`config.mk`:
```
export PLATFORM = sky130hd
export DESIGN_NAME = controle_exibe_sequencia_flat
export DESIGN_NICKNAME = d
export VERILOG_FILES = /design/src/rtl/controle_exibe_sequencia_if.sv /design/src/rtl/controle_exibe_sequencia.sv /design/src/flat_wrapper.sv
export SDC_FILE = /design/constraint.sdc
export NUM_CORES = 1
export LEC_CHECK = 0
export BUFFER_PORTS_ARGS = -buffer_cell sky130_fd_sc_hd__buf_2
export CORE_MARGIN = 2
export CORE_UTILIZATION = 50
export CTS_BUF_LIST = sky130_fd_sc_hd__clkbuf_8
export DETAILED_ROUTE_END_ITERATION = 10
export PLACE_DENSITY_LB_ADDON = 0.08
export RECOVER_POWER = 25
export SYNTH_ARGS = -nofsm -noshare
export SYNTH_HDL_FRONTEND = slang
export SYNTH_SLANG_ARGS = --single-unit
```
`constraint.sdc`:
```
create_clock -name clock -period 2.15 [get_ports clock]
set_clock_uncertainty 0.1 [all_clocks]
set_input_delay 0.3225 -clock clock [delete_from_list [all_inputs] [get_ports clock]]
set_output_delay 0.3225 -clock clock [all_outputs]
set_load 0.01 [all_outputs]
```
`src/rtl/controle_exibe_sequencia_if.sv`:
```
// Playback bus between the game control unit/sequence memory (master) and the LED sequencer (slave).
// Carries the start/abort requests, the latched limit, the memory read path and the display/status outputs.
interface controle_exibe_sequencia_if #(
  parameter int ADDR_W = 4,
  parameter int DATA_W = 4
);
  logic              iniciar;
  logic              abortar;
  logic [ADDR_W-1:0] limite;
  logic [DATA_W-1:0] dado_memoria;
  logic [ADDR_W-1:0] endereco;
  logic [DATA_W-1:0] leds;
  logic              mostrando;
  logic              pronto;
  logic [3:0]        db_estado;

  modport master (
    output iniciar, abortar, limite, dado_memoria,
    input  endereco, leds, mostrando, pronto, db_estado
  );

  modport slave (
    input  iniciar, abortar, limite, dado_memoria,
    output endereco, leds, mostrando, pronto, db_estado
  );
endinterface

```
`src/rtl/controle_exibe_sequencia.sv`:
```
// Plays memory entries 0..limit on the LEDs: each lit ON_CYCLES, then blanked OFF_CYCLES, then a pronto pulse.
// Latency (L+1)*(1+ON+OFF)+L cycles from CARREGA to FIM; no backpressure, iniciar ignored while busy.
module controle_exibe_sequencia #(
  parameter int ADDR_W     = 4,
  parameter int DATA_W     = 4,
  parameter int ON_CYCLES  = 500,
  parameter int OFF_CYCLES = 250
) (
  input logic                    clock,
  input logic                    reset,
  controle_exibe_sequencia_if.slave bus
);

  localparam int MAX_CYC = (ON_CYCLES > OFF_CYCLES) ? ON_CYCLES : OFF_CYCLES;
  localparam int TMR_W   = $clog2(MAX_CYC) + 1;
  localparam logic [TMR_W-1:0] ON_LAST  = TMR_W'(ON_CYCLES - 1);
  localparam logic [TMR_W-1:0] OFF_LAST = TMR_W'(OFF_CYCLES - 1);

  typedef enum logic [2:0] {
    IDLE    = 3'd0,
    CARREGA = 3'd1,
    MOSTRA  = 3'd2,
    APAGA   = 3'd3,
    AVANCA  = 3'd4,
    FIM     = 3'd5
  } estado_t;

  estado_t           estado, estadoNext;
  logic [TMR_W-1:0]  timer, timerNext;
  logic [ADDR_W-1:0] endereco, enderecoNext;
  logic [DATA_W-1:0] leds, ledsNext;
  logic [ADDR_W-1:0] limReg, limRegNext;

  always_ff @(posedge clock) begin
    if (reset) begin
      estado   <= IDLE;
      timer    <= '0;
      endereco <= '0;
      leds     <= '0;
      limReg   <= '0;
    end else begin
      estado   <= estadoNext;
      timer    <= timerNext;
      endereco <= enderecoNext;
      leds     <= ledsNext;
      limReg   <= limRegNext;
    end
  end

  always_comb begin
    estadoNext   = estado;
    timerNext    = '0;
    enderecoNext = endereco;
    ledsNext     = leds;
    limRegNext   = limReg;

    case (estado)
      IDLE: begin
        enderecoNext = '0;
        ledsNext     = '0;
        if (bus.iniciar) begin
          limRegNext  = bus.limite;
          estadoNext  = CARREGA;
        end
      end
      CARREGA: begin
        ledsNext   = bus.dado_memoria;
        estadoNext = MOSTRA;
      end
      MOSTRA: begin
        if (timer == ON_LAST) begin
          ledsNext   = '0;
          estadoNext = APAGA;
        end else begin
          timerNext = timer + 1'b1;
        end
      end
      APAGA: begin
        ledsNext = '0;
        if (timer == OFF_LAST) begin
          estadoNext = (endereco == limReg) ? FIM : AVANCA;
        end else begin
          timerNext = timer + 1'b1;
        end
      end
      AVANCA: begin
        enderecoNext = endereco + ADDR_W'(1);
        estadoNext   = CARREGA;
      end
      FIM: begin
        enderecoNext = '0;
        ledsNext     = '0;
        estadoNext   = IDLE;
      end
      default: begin
        enderecoNext = '0;
        ledsNext     = '0;
        estadoNext   = IDLE;
      end
    endcase

    // Abort overrides every normal transition, but an idle unit simply ignores it.
    if (bus.abortar && (estado != IDLE)) begin
      estadoNext   = IDLE;
      timerNext    = '0;
      enderecoNext = '0;
      ledsNext     = '0;
    end
  end

  always_comb begin
    case (estado)
      IDLE:    bus.db_estado = 4'd0;
      CARREGA: bus.db_estado = 4'd1;
      MOSTRA:  bus.db_estado = 4'd2;
      APAGA:   bus.db_estado = 4'd3;
      AVANCA:  bus.db_estado = 4'd4;
      FIM:     bus.db_estado = 4'd5;
      default: bus.db_estado = 4'd9;
    endcase
  end

  assign bus.endereco  = endereco;
  assign bus.leds      = leds;
  assign bus.pronto    = (estado == FIM);
  assign bus.mostrando = (estado == CARREGA) || (estado == MOSTRA) ||
                         (estado == APAGA)   || (estado == AVANCA);

endmodule
```
`src/flat_wrapper.sv`:
```
// flat-port wrapper written by rule: the top's interface ports become plain ports
module controle_exibe_sequencia_flat 
#(
  parameter int ADDR_W     = 4,
  parameter int DATA_W     = 4,
  parameter int ON_CYCLES  = 500,
  parameter int OFF_CYCLES = 250
)
  (clock, reset, bus_iniciar, bus_abortar, bus_limite, bus_dado_memoria, bus_endereco, bus_leds, bus_mostrando, bus_pronto, bus_db_estado);
  controle_exibe_sequencia_if #(.ADDR_W(ADDR_W), .DATA_W(DATA_W)) bus_i ();
  input logic clock;
  input logic reset;
  input wire logic [$bits(bus_i.iniciar)-1:0] bus_iniciar;
  input wire logic [$bits(bus_i.abortar)-1:0] bus_abortar;
  input wire logic [$bits(bus_i.limite)-1:0] bus_limite;
  input wire logic [$bits(bus_i.dado_memoria)-1:0] bus_dado_memoria;
  output wire logic [$bits(bus_i.endereco)-1:0] bus_endereco;
  output wire logic [$bits(bus_i.leds)-1:0] bus_leds;
  output wire logic [$bits(bus_i.mostrando)-1:0] bus_mostrando;
  output wire logic [$bits(bus_i.pronto)-1:0] bus_pronto;
  output wire logic [$bits(bus_i.db_estado)-1:0] bus_db_estado;
  assign bus_i.iniciar = bus_iniciar;
  assign bus_i.abortar = bus_abortar;
  assign bus_i.limite = bus_limite;
  assign bus_i.dado_memoria = bus_dado_memoria;
  assign bus_endereco = bus_i.endereco;
  assign bus_leds = bus_i.leds;
  assign bus_mostrando = bus_i.mostrando;
  assign bus_pronto = bus_i.pronto;
  assign bus_db_estado = bus_i.db_estado;
  controle_exibe_sequencia #(.ADDR_W(ADDR_W), .DATA_W(DATA_W), .ON_CYCLES(ON_CYCLES), .OFF_CYCLES(OFF_CYCLES)) u_core (.clock(clock), .reset(reset), .bus(bus_i));
endmodule
```
Word level (Yosys, flattened, before mapping):

Cells that the tools add are included.
Widths: inputs -> output; s select.

* add/sub/neg operators: 2
* multipliers: 0
* divide/modulo/power cells: 0
* magnitude comparators: 0
* eq/ne operators: 11
* shift-type cells: 0
* mux-type cells: 12
* bitwise operators: 1
* reduce and logical (&&, ||, !) cells: 11

Operators with widths (count)
* $pmux 4 s6: 1
* $mux 10: 2
* $pmux 10 s2: 1
* $pmux 3 s5: 1
* $pmux 4 s3: 1
* $add 10x1->10 const B: 1
* $eq 10x8->1 const B: 1
* $eq 10x9->1 const B: 1
* $mux 3: 3
* $pmux 4 s2: 1
* $eq 3x2->1 const B: 2
* $eq 3x3->1 const B: 2
* $add 4x1->4 const B: 1
* $eq 4x4->1: 1
* $mux 4: 1
* $ne 2x1->1 const B: 2
* $reduce_and 2->1: 2
* $eq 3x1->1 const B: 1
* $logic_not 3->1: 1
* $logic_or 1x1->1: 3
* $reduce_and 3->1: 1
* $reduce_bool 3->1: 1
* $reduce_or 3->1: 1
* $ne 2x2->1 const B: 1
* other kinds (4): 4

* bits in registers: 25
* bits in latches: 0
* memory bits (writable): 0
* ROM bits: 0
* input port bits: 12
* output and inout bits: 14
* word-level logic and storage cells: 42
* memories: 0

Depth between registers and ports, before layout:

* word-level depth: 4
* depth in mapped cells: 7
* gate-level depth less buffers: 6

Least setup slack after synthesis:

No wires, ideal clock.

* path type: flip-flop to flip-flop
* start point: reg u_core.estado[1]
* end point: reg u_core.timer[3]
* setup time: 0.064 ns
* arrival time: 1.621 ns
* required time: 1.986 ns
* setup slack: 0.365 ns
* cell stages (with the launch flop): 7
* buffers on the path: 2
* period minus slack after synthesis: 1.785 ns
* cell sequence: dfxtp_1 buf_6 or3_4 a21o_4 or3_1 buf_6 nor2_1

* cells in the longest elaborated chain, start to end: 3
* elaborated cells between the ends (all ways): 6
* classes of those cells: eq/ne: 2; mux: 1; reduce/logical: 3

Ends and longest elaborated chain
* from (decl): line controle_exibe_sequencia.sv:28 `estado_t estado, estadoNext;`
* from (signal assigned): line controle_exibe_sequencia.sv:42 `estado <= estadoNext;`
* branches (longest 3 deep; another with $pmux 10 s2)
* to (signal assigned): line controle_exibe_sequencia.sv:43 `timer <= timerNext;`
* to (decl): line controle_exibe_sequencia.sv:29 `logic [TMR_W-1:0] timer, timerNext;`

Parallel ways; which one is timed is not known.
A chain may end at the register's enable or synchronous reset.

Worst setup path after layout:

* start point: reg u_core.timer[2]
* end point: reg u_core.leds[2], in the netlist u_core.bus.leds[2]

* cells in the longest elaborated chain, start to end: 3

Ends and longest elaborated chain
* $eq 10x9->1: line controle_exibe_sequencia.sv:71 `if (timer == ON_LAST) begin`
* $ne 2x1->1 (no line)
* $reduce_and 2->1 (no line)
* to (signal assigned): line controle_exibe_sequencia.sv:45 `leds <= ledsNext;`
* to (decl): line controle_exibe_sequencia.sv:31 `logic [DATA_W-1:0] leds, ledsNext;`

No other way between the ends.

==> metrics.md <==
| Metric | Value |
|---|---|
| Status | completed |
| GP Congestion | 0.753 |
| WP data arrival | 1.90 ns |
| EDFF count, synth | 0 |
| Period minus WS final | 1.84 ns |
| Sequential share of power | 46.2% |
| Max-cap violation count | 0 |
| RSZ-0062 raised after global routing | false |
| Dominant synthesized flop cell | dfxtp_1 |
| Crit path max-delay family | compound AO/OA/AOI/OAI gates |
| Critical path fanouts, max | 6 |
| Count of different cell masters after synthesis | 37 |
| Post-synth top area share | 40.8% |
| Critical path type | flip-flop to flip-flop |
| Detailed-route via count | 1009 |
| Post-layout utilization of the core | 62.3% |
| Worst skew pair latency | 0.26 ns |
| Root buf cell | clkbuf_8 |
| CP Capture Type | flip-flop |
| Most common cell after layout, fill and taps aside | dfxtp_1 |
| Hold Path Class | input pin to flip-flop |
| CTS Hold Bufs | 0 |
| Sinks on Clock Net | 25 |
| VDD IR-drop max | 0.534 mV |
| Slowest stage cell on the critical path | or3b_2 |
| Most frequent cells in the layout | 25 x dfxtp_1, 22 x nor2_1, 17 x buf_2 |
| CP Buf/Inv Count | 0 |
| Die Area | 0.00286 sq mm |
| Leading area contributor after synthesis | dfxtp_1 |
| WP data required | 2.21 ns |
| Post-detail-place hpwl | 1.76 mm |
| Avg WL per Cell | 12.4 um |
| Post-Syn Instances | 133 |
| Total CTS buffers | 3 |
| Power Density | 796 mW/mm^2 |
| I/O Buffers | 25 |
| Initial DRT Pass Iterations | 4 |
| Cells on worst reg2reg path | 4 |
| Least-Margin Pin Slew | 0.459 ns |
| Register area share after synthesis | 40.8% |
| Final Hold Fails | 0 |
| Finished Layout Cells | 189 |
| CTS Buffer Depth | 2 |
| Max Transition Viols Final | 0 |
| Share of layout cells above drive strength 1 | 19.9% |
| N_diodes | 0 |
| Initial antenna violation count | 0 |
| Largest net degree at the start of global routing | 16 |
| Cells along the critical path | or3b_2 > o31ai_1 > a211oi_2 > a22o_1 |
| P_leak | 0.000576 uW |
| CTS tree | done |
| # rows | 17 |
| Vias in the first global route | 948 |
| Gr ovfl total | 0 |
| Syn Nets | 148 |
| Max incr delay on CP | 0.52 ns |
| Post-placement cell count | 185 |
| Slew HR | 69.3% |
| NumNets Final | 177 |
| Area Growth Syn to Fin | 15.7% |
| P_int | 776 uW |
| Initial core utilization | 53.9% |
| Number of top-level pins | 26 |
| Mean number of vias per cell | 5.34 |
| H-tree depth | 1 |
| Switching power total | 353 uW |
| Final setup violation count | 0 |
| Number of warnings issued by yosys | 0 |
| Post-CTS Resized | 0 |
| Tot GR Track Use | 20.1% |
| Post-route cell area | 0.00142 sq mm |
| Max Clock Freq | 0.544 GHz |
| WP depth | 4 |
| Worst Hold Path Cells | 2 |
| Asr flop ratio synth | 0% |
| First-pass GRT wire length | 4.11 mm |
| Comb power frac | 29.8% |
| Sw Ratio | 31.3% |
| DRC Markers | 0 |
| Setup Buffers After CTS | 0 |
| Worst R2R Setup Slack | 0.31 ns |
| Post-DP Area | 0.00139 sq mm |
| Total Routed Length | 2.34 mm |
| Clk pwr share | 24.0% |
| Core Area | 0.00228 sq mm |
| Fin Setup TNS | 0 ns |
| Startpoint types | flip-flop |
| Flops & latches, synth | 25 |
| Die height | 53.5 um |
| Crit share post-route | 85.5% |
| Cell area after synthesis | 0.00123 sq mm |
| Overall die width | 53.5 um |
| Register clock-pin slew on the reported worst setup and hold paths | 0.08 ns |
| Drt initial violations | 11 |
| Syn avg cell area | 9.22 sq um |
| Synth top area cells | dfxtp_1 41%, nor2_1 6.7%, xnor2_1 6.4% |
| Post-route ant nets | 0 |
| WHS | 0.175 ns |
## cells by family after synthesis
| group | Yosys count | share of synthesized area (%) |
|---|---|---|
| DFF | 25 | 40.8 |
| xor gates and xnor gates | 15 | 10.7 |
| adders and majority gates | 3 | 3.06 |
| AOI/OAI and AO/OA | 17 | 11.4 |
| buffers and inverters | 13 | 5.20 |
| muxes | 4 | 3.27 |
| and+or+nand+nor | 56 | 25.5 |
## worst paths after layout
path | startpoint | to
max | u_core.timer[2]$_SDFF_PP0_ | u_core.bus.leds[2]$_SDFFE_PP0P_
min | bus_dado_memoria[0] | u_core.bus.leds[0]$_SDFFE_PP0P_
max reg2reg | u_core.timer[2]$_SDFF_PP0_ | u_core.bus.leds[2]$_SDFFE_PP0P_
min reg2reg | u_core.bus.leds[0]$_SDFFE_PP0P_ | u_core.bus.leds[0]$_SDFFE_PP0P_
## registers in the layout (all words and copies together), names as in the netlist
name	flops
u_core.timer	10
u_core.bus.endereco	4
u_core.bus.leds	4
u_core.limReg	4
u_core.estado	3
## routing by layer
metal / global-route usage [%] / vias up / routed length [um]
li1: - / 515 / -
met1: 26.9 / 467 / 1190
met2: 31.3 / 21 / 1010
met3: 3.95 / 6 / 102
met4: 8.55 / 0 / 43
met5: 0 / - / 0
## synthesized netlist by cell type (2+ instances only)
cell and number:
clkbuf_1 4, nor2_1 22, a31oi_1 4, nand2b_1 2, a21oi_1 2, nand2_1 6
nand3_1 5, nor3b_1 3, ha_1 3, nand3b_1 2, mux2i_1 4, or3b_2 2
nor4_1 2, a22o_1 4, xor2_1 6, xnor2_1 9, dfxtp_1 25, inv_1 7
or3_1 2, buf_6 2
## worst reg2reg max path: cells and delay by family, from the launching register on
kind	cells	cell delay, ns
and+or+nand+nor	1	0.52
AOI/OAI and AO/OA	3	0.74
DFF	1	0.37
## area by class of cell
cell class              count  area, sq um
repair buffers             30          149
fillers                   209          857
inverters                   7         26.3
clock buffers               3         41.3
flip-flops and latches     25          500
multi-input cells          95          662
well taps                  28         35.0
clock inverters             1         5.00
## power by group through the flow
| stage | clock network (uW) | logic [uW] | registers [uW] |
|---|---|---|---|
| 3_5_place_dp | 0 | 345 | 532 |
| 5_1_grt | 297 | 378 | 525 |
| 3_3_place_gp | 0 | 335 | 530 |
| 4_1_cts | 285 | 349 | 521 |
| 2_1_floorplan | 0 | 248 | 533 |
| 6_report | 271 | 337 | 521 |
## metrics by stage
| stage | power, uW | setup WS, ns |
|---|---|---|
| global placement | 866 | 0.376 |
| CTS | 1160 | 0.312 |
| floorplan | 781 | 0.365 |
| global route | 1200 | 0.184 |
| finish | 1130 | 0.312 |
| detailed placement | 877 | 0.344 |
(Power assumes the default switching activity.)
